File: src/rtl/vliw_issue_ctrl.sv
// vliw_issue_ctrl: multi-slot VLIW issue controller.
// Decodes every 16-bit slot of a bundle into RegWrite/MemWrite/illegal.
// Same-bundle destination conflicts are resolved so that the highest slot wins.
// The bundle is issued through a one-deep registered output stage.
// Optional feature macro: VLIW_ISSUE_SCOREBOARD_EN.
//   When defined, per-register countdown counters track in-flight writes.
//   Issue stalls on a read or write of a pending register, and those stalls are counted.
//   When undefined, the hazard logic is absent and stall_cnt reads 0.
// Handshake: a transfer happens on a rising edge where valid && ready are both high.
//   in_valid must not depend on in_ready.
//   in_ready depends combinationally on in_bundle, the scoreboard and out_ready.
//   Outputs hold stable while out_valid && !out_ready.
module vliw_issue_ctrl #(
  parameter int NUM_SLOTS  = 2,
  parameter int REG_ADDR_W = 4,
  parameter int SRC_W      = 8,
  parameter int WB_LAT     = 3
) (
  input  logic                            clk,
  input  logic                            rst,
  input  logic                            in_valid,
  output logic                            in_ready,
  input  logic [NUM_SLOTS*16-1:0]         in_bundle,
  output logic                            out_valid,
  input  logic                            out_ready,
  output logic [NUM_SLOTS-1:0]            out_reg_write,
  output logic [NUM_SLOTS-1:0]            out_mem_write,
  output logic [NUM_SLOTS*REG_ADDR_W-1:0] out_dest,
  output logic [NUM_SLOTS*SRC_W-1:0]      out_src,
  output logic [NUM_SLOTS-1:0]            out_illegal,
  output logic                            waw_conflict,
  output logic [15:0]                     stall_cnt
);

  logic [NUM_SLOTS-1:0][2:0]            slotOp;
  logic [NUM_SLOTS-1:0][REG_ADDR_W-1:0] slotDest;
  logic [NUM_SLOTS-1:0][SRC_W-1:0]      slotSrc;
  logic [NUM_SLOTS-1:0]                 rwRaw;
  logic [NUM_SLOTS-1:0]                 rwFinal;
  logic [NUM_SLOTS-1:0]                 slotMw;
  logic [NUM_SLOTS-1:0]                 slotIll;
  logic                                 wawAny;
  logic                                 hazard;
  logic                                 accept;

  // Split each slot into fields and apply the opcode decode table
  always_comb begin
    for (int i = 0; i < NUM_SLOTS; i++) begin
      slotOp[i]   = in_bundle[16*i+13 +: 3];
      slotDest[i] = REG_ADDR_W'(in_bundle[16*i+8 +: 4]);
      slotSrc[i]  = SRC_W'(in_bundle[16*i +: 8]);
      rwRaw[i]    = 1'b0;
      slotMw[i]   = 1'b0;
      slotIll[i]  = 1'b0;
      case (slotOp[i])
        3'b001, 3'b010, 3'b011, 3'b101, 3'b110: rwRaw[i] = 1'b1;
        3'b100:                                 slotMw[i] = 1'b1;
        3'b111:                                 slotIll[i] = 1'b1;
        default: ;
      endcase
    end
  end

  // Same-bundle WAW: a lower slot loses RegWrite if any higher slot writes the same register
  always_comb begin
    rwFinal = rwRaw;
    wawAny  = 1'b0;
    for (int i = 0; i < NUM_SLOTS; i++) begin
      for (int j = i + 1; j < NUM_SLOTS; j++) begin
        if (rwRaw[i] && rwRaw[j] && (slotDest[i] == slotDest[j])) begin
          rwFinal[i] = 1'b0;
          wawAny     = 1'b1;
        end
      end
    end
  end

  assign in_ready = (!out_valid || out_ready) && !hazard;
  assign accept   = in_valid && in_ready;

`ifdef VLIW_ISSUE_SCOREBOARD_EN
  localparam int NUM_REGS = 1 << REG_ADDR_W;
  localparam int CNT_W    = $clog2(WB_LAT + 1);

  logic [NUM_REGS-1:0][CNT_W-1:0] regCnt;
  logic [NUM_REGS-1:0]            pending;
  logic [NUM_REGS-1:0]            loadReg;
  logic [NUM_SLOTS-1:0]           slotImm;
  logic                           hazardRaw;

  // A register is pending while its writeback countdown is nonzero
  always_comb begin
    for (int r = 0; r < NUM_REGS; r++) pending[r] = (regCnt[r] != '0);
  end

  // Hazard: any register source read, STORE destination read, or surviving write hits a pending register
  always_comb begin
    hazardRaw = 1'b0;
    loadReg   = '0;
    for (int i = 0; i < NUM_SLOTS; i++) begin
      slotImm[i] = in_bundle[16*i+12];
      if (!slotImm[i] && pending[slotSrc[i][REG_ADDR_W-1:0]]) hazardRaw = 1'b1;
      if (slotMw[i] && pending[slotDest[i]])                  hazardRaw = 1'b1;
      if (rwFinal[i] && pending[slotDest[i]])                 hazardRaw = 1'b1;
      if (accept && rwFinal[i])                               loadReg[slotDest[i]] = 1'b1;
    end
  end

  assign hazard = in_valid && hazardRaw;

  // Countdown per register; a fresh load takes priority over the decrement
  always_ff @(posedge clk) begin
    for (int r = 0; r < NUM_REGS; r++) begin
      if (rst)                  regCnt[r] <= '0;
      else if (loadReg[r])      regCnt[r] <= CNT_W'(WB_LAT);
      else if (regCnt[r] != '0) regCnt[r] <= regCnt[r] - 1'b1;
    end
  end

  // Count hazard-stall cycles only, saturating at all-ones
  always_ff @(posedge clk) begin
    if (rst)                                   stall_cnt <= '0;
    else if (hazard && (stall_cnt != 16'hFFFF)) stall_cnt <= stall_cnt + 16'd1;
  end
`else
  assign hazard    = 1'b0;
  assign stall_cnt = '0;
`endif

  // Output stage: load on accept, drop valid once consumed with nothing new behind it
  always_ff @(posedge clk) begin
    if (rst) begin
      out_valid     <= 1'b0;
      out_reg_write <= '0;
      out_mem_write <= '0;
      out_dest      <= '0;
      out_src       <= '0;
      out_illegal   <= '0;
      waw_conflict  <= 1'b0;
    end else if (accept) begin
      out_valid     <= 1'b1;
      out_reg_write <= rwFinal;
      out_mem_write <= slotMw;
      out_dest      <= slotDest;
      out_src       <= slotSrc;
      out_illegal   <= slotIll;
      waw_conflict  <= wawAny;
    end else if (out_ready) begin
      out_valid     <= 1'b0;
    end
  end

endmodule

File: config.mk
export PLATFORM = sky130hd
export DESIGN_NAME = vliw_issue_ctrl
export DESIGN_NICKNAME = d
export VERILOG_FILES = /design/src/rtl/vliw_issue_ctrl.sv
export SDC_FILE = /design/constraint.sdc
export NUM_CORES = 1
export LEC_CHECK = 0
export ABC_AREA = 1
export BUFFER_PORTS_ARGS = -buffer_cell sky130_fd_sc_hd__buf_2
export CORE_AREA = 2 2 61 63
export CTS_CLUSTER_DIAMETER = 40
export DETAILED_ROUTE_END_ITERATION = 6
export DIE_AREA = 0 0 63 65
export GPL_TIMING_DRIVEN = 0
export PLACE_DENSITY_LB_ADDON = 0.25
export SETUP_SLACK_MARGIN = 0.3
export SYNTH_ARGS = -nofsm -noshare
export SYNTH_HDL_FRONTEND = slang
export SYNTH_SLANG_ARGS = --single-unit
File: constraint.sdc
create_clock -name clk -period 1.05 [get_ports clk]
set_input_delay 0.0525 -clock clk [delete_from_list [all_inputs] [get_ports clk]]
set_output_delay 0.0525 -clock clk [all_outputs]
set_load 0.005 [all_outputs]
==> results of run 1 <==
## worst min-delay path, cell delays in order
cell     delay, ns
buf_2         0.11
nand3_1       0.08
a21oi_1       0.06
## metal layers
layer | track usage | share of wire | vias to the layer above
li1 | - | - | 790
met1 | 0.206 | 0.42 | 669
met2 | 0.343 | 0.51 | 49
met3 | 0.0469 | 0.051 | 7
met4 | 0.0750 | 0.014 | 0
met5 | 0 | 0 | -
## registers in the layout, summed over array words and instances, names as in the netlist
register / count
out_dest: 8
out_src: 16
out_valid: 1
out_mem_write: 2
out_illegal: 2
out_reg_write: 2
waw_conflict: 1
## layout make-up
cell class / instances / area, sq um / share of cell area
timing repair buffer: 104 / 787 / 0.319
buffer: 25 / 221 / 0.0897
clock buffer: 7 / 65.1 / 0.0263
multi-input combinational: 122 / 589 / 0.239
sequential: 32 / 679 / 0.275
inverter: 16 / 67.6 / 0.0274
tap: 48 / 60.1 / 0.0243
## cells by family after synthesis
family	after synthesis	synth area share
and+or+nand+nor	61	0.185
AOI/OAI and AO/OA	45	0.162
buffers and inverters	41	0.191
DFF	32	0.460
other	1	0.00269
## path summary, 6_finish.rpt
kind	from	to	slack (ns)	cells after the start
setup reg to reg	out_valid$_SDFFE_PP0P_	out_src[13]$_SDFFE_PP0P_	0.003	6
setup / recovery	out_valid$_SDFFE_PP0P_	out_src[13]$_SDFFE_PP0P_	0.003	6
hold reg to reg	out_src[15]$_SDFFE_PP0P_	out_src[15]$_SDFFE_PP0P_	0.47	2
hold / removal	in_bundle[29]	out_illegal[1]$_SDFFE_PP0P_	0.01	3
## repair_timing
action,4_1_cts,5_1_grt
pin swaps,0,1
buffers inserted,1,8
endpoints found under the hold margin,27,0
gates cloned,0,2
hold buffers,27,0
setup endpoints to repair,65,65
gates resized for setup,30,28
## cells in the final DEF (no fill, tap or decap), drive strengths merged
master / n
conb: 16
dfxtp: 32
nor2: 35
dlygate4sd3: 27
nand2: 21
a21oi: 16
buf: 99
nand4: 2
nand3: 3
inv: 16
clkbuf: 10
o21ai: 29
## through the flow
| step | power (uW) | utilization | cell area, sq um | setup WS (ns) | std cells |
|---|---|---|---|---|---|
| after floorplan | 1680 | - | 1470 | 0.0953 | 195 |
| after global placement | 1880 | 0.532 | 1860 | 0.0478 | 309 |
| after detailed placement | 1880 | 0.532 | 1860 | 0.0263 | 309 |
| after CTS | 2760 | 0.642 | 2240 | 0.0117 | 344 |
| after global routing | 3040 | 0.707 | 2470 | -0.0511 | 354 |
| final | 2880 | 0.707 | 2470 | 0.00342 | 354 |
## power by group
group | internal (uW) | switching, uW
clock network | 380 | 409
logic | 416 | 299
registers | 1320 | 53.2
==> results.cfg, run 1 <==
[route]
dr.pass1.iters = 4
vias = 1515
wl_per_cell_um = 10.9
vias_per_cell = 4.28
wl_mm = 3.84
final_antenna_net_count = 0
drtIter0Drc = 72
drc_errors = 0

[timing]
fmax_ghz = 0.955
final_hold_viol_count = 0
maxSlewViolCount = 0
finalSetupTns_ns = 0
fin_hold_ws_ns = 0.0139
min_period_over_period = 0.997
skew_ns = 0.00849
setup_viol = 0
period_minus_slack_ns = 1.05
grt_setup_unrepaired = yes

[setup_path]
worstPathArrival_ns = 1.28
crit_family = flip-flops
cp_slowest_stage_delay_ns = 0.35
cp_max_fo = 10
endpoint_kind = flop
cp_slowest_cell = dfxtp_2
crit_type = reg2reg
worst-path-buf-inv = 2
cpMostUsedCell = nand2_4
start_kind = flop
critPathRequiredTime_ns = 1.28
worstPathCellList = nand2_4 > nand2_4 > buf_8 > buf_12 > o21ai_1 > nor2_1

[clock_tree]
clk_pin_slew_ns = 0.10
clockBufferDepth = 2
cts-root-buf = clkbuf_4
cts_htree_levels = 2
insertion_delay_ns = 0.33
cts_tree = done
cts_made_buffers = 5
clock_sinks = 32

[floorplan]
die_w_um = 63
design.core.area_sq_um = 3500
num_rows = 22
io_pins = 85
start_util = 0.399
die_height_um = 65
dieArea_sq_um = 4100

[layout]
area_delta_synth_final_pct = 77.2
fillers = 282
num_antenna_cells = 0
final_net_count = 342
drive_above_1_share = 0.520

[global_routing]
grt_max_degree = 11
grt-ovfl-total = 0
grt_pass1_vias = 1463
antenna_found_initial = 0
grt_pass1_wl_mm = 6.10
track_usage = 0.187

[run]
drv_cap = 0

[synth]
synth_top_area_cell = dfxtp_1
synth_edf_count = 0
synthTopCellsByArea = dfxtp_1 (46%), nor2_1 (9.4%), buf_4 (9.2%), o21ai_0 (6.8%), a21oi_1 (5.7%)
syn_area_sq_um = 1390
avgSynthCellArea_sq_um = 7.74
post_synth_num_cell_types = 20
yosysWarnings = 0
synth_top_cell_area_share = 0.460
ys_seq_area_frac = 0.460
ys.flop_type = dfxtp_1
synthTopCellsByCount = nor2_1 (35), dfxtp_1 (32), o21ai_0 (19), buf_4 (17), nand2_1 (17)
postSynth.asyncResetShare = 0
synthCells = 180
synth_seq_cells = 32
yosysMostFrequentCell = nor2_1

[power_and_ir_drop]
cellLeakagePower_uw = 0.00128
peakVddDrop_mv = 0.765
power.density_nw_per_um2 = 1170

[placement]
hpwl_mm = 2.36
place.port_buffers = 66
gp_congestion = 0.683

[outcome]
status = finished clean

[hold_path]
hold_path_class = in2reg
No activity file was read; power rests on OpenSTA's default activity.
==> inputs of run 2 (changes only) <==
clock period = 1.1 ns   (was 1.05 ns; I/O delays follow)
==> results.cfg, run 2 (synthesis results as in run 1) <==
[hold_path]
holdPathStages = 3
hold_end = out_mem_write[1]$_SDFFE_PP0P_
min-delay-start = in_bundle[31]
hold_path_class = in2reg

[global_routing]
antenna_found_initial = 0
track_usage = 0.187
grt_pass1_wl_mm = 6.07
grt_max_degree = 11
grt-ovfl-total = 0
grt_pass1_vias = 1455

[setup_path]
crit_type = reg2reg
r2r-start = out_valid$_SDFFE_PP0P_
critPathRequiredTime_ns = 1.33
worstRegToRegCells = 6
cp_max_fo = 10
worstPathArrival_ns = 1.27
endpoint_kind = flop
start_kind = flop
r2r_slack_ns = 0.06
reg2reg_to = out_src[13]$_SDFFE_PP0P_

[layout]
num_antenna_cells = 0
layout_common_cells = buf_2 (57), dfxtp_2 (31), nor2_1 (29)
design_area_sq_um = 2430
reg.largest.list = out_src: 16 flops, out_dest: 8 flops
drive_above_1_share = 0.516
final_net_count = 340
final_util = 0.695
area_delta_synth_final_pct = 74.3
largest_register = out_src
layout_commonest_cell = buf_2
largest_reg_flops = 16
fillers = 289

[floorplan]
io_pins = 85
design.core.area_sq_um = 3500
dieArea_sq_um = 4100
die_height_um = 65
num_rows = 22
start_util = 0.399
die_w_um = 63

[clock_tree]
cts_tree = done
insertion_delay_ns = 0.32
cts-root-buf = clkbuf_4
clockBufferDepth = 2
clock_sinks = 32
clk_pin_slew_ns = 0.10
cts_made_buffers = 5
cts_htree_levels = 2

[route]
drc_errors = 0
wl_per_cell_um = 10.8
vias = 1526
drtIter0Drc = 84
final_antenna_net_count = 0
dr.pass1.iters = 4
vias_per_cell = 4.34
wl_mm = 3.81

[timing]
grt_setup_unrepaired = yes
min_period_over_period = 0.950
fin_hold_ws_ns = 0.0217
final_hold_viol_count = 0
skew_ns = 0.00539
setup_viol = 0
maxSlewViolCount = 0
finalSetupTns_ns = 0
fmax_ghz = 0.957
period_minus_slack_ns = 1.04

[power_and_ir_drop]
total_power_uw = 2720
peakVddDrop_mv = 0.717
cellLeakagePower_uw = 0.00127
power.density_nw_per_um2 = 1120

[outcome]
status = finished clean

[placement]
gp_congestion = 0.683
hpwl_mm = 2.36
place.port_buffers = 66
placed_area_sq_um = 1860

[run]
drv_cap = 0
-- run 2: cell count changes in the layout (fill, tap and decap cells not counted), sizes merged --
cell	change
dlygate4sd3	-1
clkbuf	-1
-- run 2: timing repair --
item,CTS,global route
setup buffers,1,8
gates resized for setup,30,28
endpoints found under the setup margin,65,65
pin swaps,0,1
gates cloned,0,1
hold buffers,26,0
endpoints found under the hold margin,27,0
-- run 2: how the worst max path moves through the flow --
stage	depth (start not counted)	from	slack (ns)	endpoint
2_1_floorplan	6	out_valid$_SDFFE_PP0P_	0.15	out_src[10]$_SDFFE_PP0P_
3_3_place_gp	6	out_valid$_SDFFE_PP0P_	0.1	out_mem_write[0]$_SDFFE_PP0P_
3_5_place_dp	6	out_valid$_SDFFE_PP0P_	0.08	out_src[11]$_SDFFE_PP0P_
4_1_cts	6	out_valid$_SDFFE_PP0P_	0.06	out_src[11]$_SDFFE_PP0P_
5_1_grt	6	out_valid$_SDFFE_PP0P_	-0.002	out_mem_write[1]$_SDFFE_PP0P_
6_report	6	out_valid$_SDFFE_PP0P_	0.06	out_src[13]$_SDFFE_PP0P_
-- run 2: worst max-delay path, stage by stage (launching register included) --
cell	delay, ns
dfxtp_2	0.34
nand2_4	0.08
nand2_4	0.08
buf_8	0.14
buf_12	0.14
o21ai_1	0.11
nor2_1	0.05
-- run 2: stage by stage --
stage               std cells  worst slack, ns
floorplan                 195            0.145
global placement          309           0.0978
detailed placement        309           0.0763
CTS                       343           0.0617
global route              352         -0.00189
finish                    352           0.0551
-- run 2: layout make-up --
type	instances	area, sq um	share of cell area
buffer	25	221	0.0911
clock buffer	7	65.1	0.0268
multi-input combinational	122	584	0.240
timing repair buffer	102	752	0.309
tap	48	60.1	0.0247
sequential	32	679	0.280
inverter	16	67.6	0.0278
-- run 2: power breakdown --
group | internal (uW) | switching [uW] | leakage, uW
logic | 385 | 282 | 0.000956
registers | 1260 | 51.0 | 0.000275
clock network | 362 | 376 | 0.0000374
-- run 2: routing by layer --
layer,global-route usage,vias to the layer above,share of wire
met4,0.0750,0,0.019
met2,0.340,53,0.51
met3,0.0469,8,0.060
met5,0,-,0
li1,-,787,-
met1,0.206,678,0.41
